$ cat src/rtl/mem_port_arbiter.sv
// rtl/mem_port_arbiter.sv - shares the unified memory port between fetch and load/store
// Data wins by default; a streak limit guarantees fetch progress and a wait counter aborts hung accesses.
module mem_port_arbiter #(
    parameter int DW         = 32,
    parameter int MAX_STREAK = 4,
    parameter int TIMEOUT    = 16
) (
    input  logic          clk,
    input  logic          reset,
    input  logic          if_req,
    input  logic          ls_req,
    input  logic          ls_we,
    input  logic          mem_ready,
    input  logic [DW-1:0] mem_rdata,
    output logic          IorD,
    output logic          mem_en,
    output logic          mem_we,
    output logic          if_done,
    output logic          ls_done,
    output logic [DW-1:0] rdata,
    output logic          timeout_err
);

    localparam logic [1:0] S_IDLE   = 2'd0;
    localparam logic [1:0] S_ACCESS = 2'd1;
    localparam logic [1:0] S_RESP   = 2'd2;

    localparam int WW = (TIMEOUT > 1) ? $clog2(TIMEOUT) : 1;
    localparam int SW = $clog2(MAX_STREAK + 1);

    logic [1:0]    state;
    logic [WW-1:0] wait_cnt;
    logic [SW-1:0] streak;
    logic          streak_full;
    logic          grant_data;

    // Fetch only overrides a pending data request once data has had its full streak.
    always_comb begin
        streak_full = (streak == SW'(MAX_STREAK));
        grant_data  = ls_req && !(if_req && streak_full);
    end

    always_ff @(posedge clk) begin
        if (reset) begin
            state       <= S_IDLE;
            wait_cnt    <= '0;
            streak      <= '0;
            IorD        <= 1'b0;
            mem_en      <= 1'b0;
            mem_we      <= 1'b0;
            if_done     <= 1'b0;
            ls_done     <= 1'b0;
            rdata       <= '0;
            timeout_err <= 1'b0;
        end else begin
            if_done     <= 1'b0;
            ls_done     <= 1'b0;
            timeout_err <= 1'b0;
            case (state)
                S_IDLE: begin
                    if (if_req || ls_req) begin
                        state    <= S_ACCESS;
                        IorD     <= grant_data;
                        mem_en   <= 1'b1;
                        mem_we   <= grant_data && ls_we;
                        wait_cnt <= '0;
                        if (grant_data) begin
                            if (if_req && !streak_full)
                                streak <= streak + 1'b1;
                        end else begin
                            streak <= '0;
                        end
                    end
                end
                S_ACCESS: begin
                    // Done flags are raised on the exit edge so they are visible during RESP.
                    if (mem_ready) begin
                        rdata   <= mem_rdata;
                        mem_en  <= 1'b0;
                        mem_we  <= 1'b0;
                        state   <= S_RESP;
                        if_done <= !IorD;
                        ls_done <= IorD;
                    end else if (wait_cnt == WW'(TIMEOUT - 1)) begin
                        rdata       <= '0;
                        mem_en      <= 1'b0;
                        mem_we      <= 1'b0;
                        state       <= S_RESP;
                        if_done     <= !IorD;
                        ls_done     <= IorD;
                        timeout_err <= 1'b1;
                    end else begin
                        wait_cnt <= wait_cnt + 1'b1;
                    end
                end
                S_RESP: begin
                    state <= S_IDLE;
                end
                default: begin
                    state <= S_IDLE;
                end
            endcase
        end
    end

endmodule

$ cat config.mk
export PLATFORM = sky130hd
export DESIGN_NAME = mem_port_arbiter
export DESIGN_NICKNAME = d
export VERILOG_FILES = /design/src/rtl/mem_port_arbiter.sv
export SDC_FILE = /design/constraint.sdc
export NUM_CORES = 1
export LEC_CHECK = 0
export ABC_AREA = 1
export BUFFER_PORTS_ARGS = -buffer_cell sky130_fd_sc_hd__buf_2
export CORE_MARGIN = 2
export CORE_UTILIZATION = 40
export CTS_CLUSTER_DIAMETER = 200
export DETAILED_ROUTE_END_ITERATION = 7
export PLACE_DENSITY_LB_ADDON = 0.25
export SLEW_MARGIN = 5
export SYNTH_ARGS = -nofsm -noshare
export SYNTH_HDL_FRONTEND = slang
export SYNTH_SLANG_ARGS = --single-unit
$ cat constraint.sdc
create_clock -name clk -period 1.6 [get_ports clk]
set_clock_uncertainty 0.15 [all_clocks]
set_input_delay 0.24 -clock clk [delete_from_list [all_inputs] [get_ports clk]]
set_output_delay 0.24 -clock clk [all_outputs]
set_load 0.1 [all_outputs]
==> qor.yml <==
outcome:
  status: "finished clean"
setup_path:
  critPathArrivalTime_ns: 1.61
  cp_top_family: "buffers and inverters"
  crit_buf_inv: 4
  path_max_fanout: 19
  slowest_stage: "dlygate4sd3_1"
  worstPathCellList: "dlygate4sd3_1 -> buf_2 -> inv_2 -> nand2_2 -> nand2_4 -> buf_12 -> nand2_1 -> a21oi_2"
  worstSetupPathType: "primary input to flip-flop"
  cp.required_ns: 1.68
  critPathCaptureType: "flip-flop"
  slowest_delay_ns: 0.54
  cp-start-kind: "primary input"
timing:
  final_hold_viol_count: 0
  max_freq_ghz: 0.6553
  setup_ws_ns: 0.07386
  finalCritPeriodShare_pct: 95.38
  slew_violations: 0
  relSlewSlack_pct: 66.94
  rsz0062_at_grt: "false"
  layout_min_cycle_time_ns: 1.526
  setup_violations: 0
  setup_tns_ns: 0
  tightest_slew_ns: 0.4994
floorplanning:
  ios: 76
  design.core.area_sq_um: 5042
  dieArea_sq_um: 5735
  die_height_microns: 75.73
  start_util_pct: 40.82
  dieWidth_microns: 75.73
  std_cell_rows: 26
layout:
  final_cell_mix: "buf_2 (74), nand2_1 (54), dfxtp_1 (46)"
  fillers: 477
  post-route-util_pct: 52.18
  nets: 348
  area_delta_synth_final_pct: 27.84
  diodes: 0
  multi_input_area_sq_um: 965.9
  ff_latch_area_sq_um: 942.2
  drive_gt1_share_pct: 53.09
  final_common_cell: "buf_2"
global_route:
  grt_pass1_vias: 1464
  grtUsageTotal_pct: 14.76
  antenna_found_initial: 0
  overflow: 0
  grt_pass1_wl_microns: 6486
  grt_start_max_net_pins: 39
clock_tree:
  cts_tree: "yes"
  clock_latency_ns: 0.29
  cts_made_buffers: 5
  clock_path_buffers: 2
  cts_sinks: 47
  path_clk_slew_ns: 0.09
  htreeDepth: 2
  postCtsSetupRepairBufs: 0
  clockRootBuffer: "clkbuf_8"
drt:
  viasPerCell: 4.363
  drtIter0Drc: 45
  wl_per_cell_microns: 10.75
  wirelength_microns: 4054
  vias: 1645
  firstDrtPassIters: 4
  ant_nets: 0
  drc: 0
logic_synthesis:
  synth_area_sq_um: 2058
  syn-num-nets: 270
  synth-warning-count: 0
  synth-seq-cells: 47
  seq_area_frac_synth_pct: 45.71
  ys_types: 26
  syn_area_per_cell_sq_um: 8.988
  syn_inst: 229
power_and_ir_drop:
  comb_power_share_pct: 25.3
  p_per_area_nw_per_um2: 1073
  vdd_ir_drop_max_mv: 0.4951
  seq_power_share_pct: 44.8
  p_sw_mw: 0.9626
  p_int_mw: 1.860
  p_total_mw: 2.822
  p_sw_share_pct: 34.11
  clkPwrFrac_pct: 29.8
  p_leak_nw: 1.170
placed_design:
  post-place-ws_ns: 0.1296
  place_hpwl_microns: 2915
  io_buffers: 75
  routabilityCongestion: 0.7969
run:
  drv_cap: 0
min_path:
  holdCritPathClass: "primary input to flip-flop"
-- cells by family after synthesis --
| group | synth area share (%) |
|---|---|
| compound gates | 15.14 |
| xor+xnor | 0.8512 |
| fa+ha+maj | 1.824 |
| buf+inv | 7.477 |
| flops | 45.71 |
| simple gates | 29.00 |
-- flip-flops by register name (all words and copies together) (netlist names) --
register	flops
ls_done	1
mem_en	1
streak	3
rdata	32
state	2
if_done	1
timeout_err	1
IorD	1
wait_cnt	4
mem_we	1
-- synth_stat cells, drive strengths merged --
master | instances | area [sq um]
ha | 3 | 37.54
o21ai | 3 | 18.76
a21oi | 36 | 292.8
buf | 9 | 108.9
nand2 | 87 | 424.2
nor2 | 17 | 90.09
xor2 | 2 | 17.52
nand3b | 1 | 7.510
nor3 | 3 | 20.02
inv | 11 | 41.29
clkbuf | 1 | 3.750
dfxtp | 47 | 940.9
nand3 | 9 | 55.05
-- power by group through the flow --
stage / registers [mW] / clock network [mW] / logic, mW
5_1_grt: 1.28 / 0.916 / 0.762
3_3_place_gp: 1.29 / 0 / 0.713
4_1_cts: 1.27 / 0.870 / 0.721
6_report: 1.27 / 0.842 / 0.715
3_5_place_dp: 1.29 / 0 / 0.718
2_1_floorplan: 1.62 / 0 / 0.246
-- final cells by class --
class	count	area share (%)
inverter	11	1.569
timing repair buffer	81	18.54
sequential	47	35.81
multi-input combinational	161	36.71
tap	70	3.329
clock buffer	5	2.615
clock inverter	2	1.427
-- final timing paths --
check	to	from	slack, ns	cells past startpoint
max reg2reg	rdata[23]$_SDFFE_PP0P_	wait_cnt[1]$_SDFFE_PP0P_	0.13	7
min	rdata[8]$_SDFFE_PP0P_	mem_rdata[8]	0.03	3
max	rdata[23]$_SDFFE_PP0P_	mem_ready	0.07	8
min reg2reg	rdata[11]$_SDFFE_PP0P_	rdata[11]$_SDFFE_PP0P_	0.31	2
-- timing repair --
| item | CTS | global route |
|---|---|---|
| hold buffers | 1 | 0 |
| endpoints found under the hold margin | 1 | 0 |
| gates resized for setup | 0 | 3 |
| endpoints found under the setup margin | 0 | 31 |
-- per-stage QoR --
stage,cells,hold slack [ns],cell area (sq um)
2_1_floorplan,229,0.1693,2058
3_3_place_gp,369,0.2978,2509
3_5_place_dp,369,0.2884,2509
4_1_cts,377,0.02624,2625
5_1_grt,377,0.03123,2631
6_report,377,0.03493,2631
-- worst min-delay path, delay by kind of cell --
kind | cells | cell delay, ns
compound gates | 1 | 0.04
simple gates | 1 | 0.06
buf+inv | 1 | 0.10
-- metal layers --
| layer | up-vias | global-route usage [%] | wire length (microns) |
|---|---|---|---|
| met5 | - | 0 | 0 |
| met4 | 0 | 4.678 | 16 |
| met3 | 2 | 4.233 | 205 |
| met2 | 48 | 23.19 | 1879 |
| met1 | 716 | 19.63 | 1953 |
| li1 | 879 | - | - |
Power figures use the tool's default switching activity.
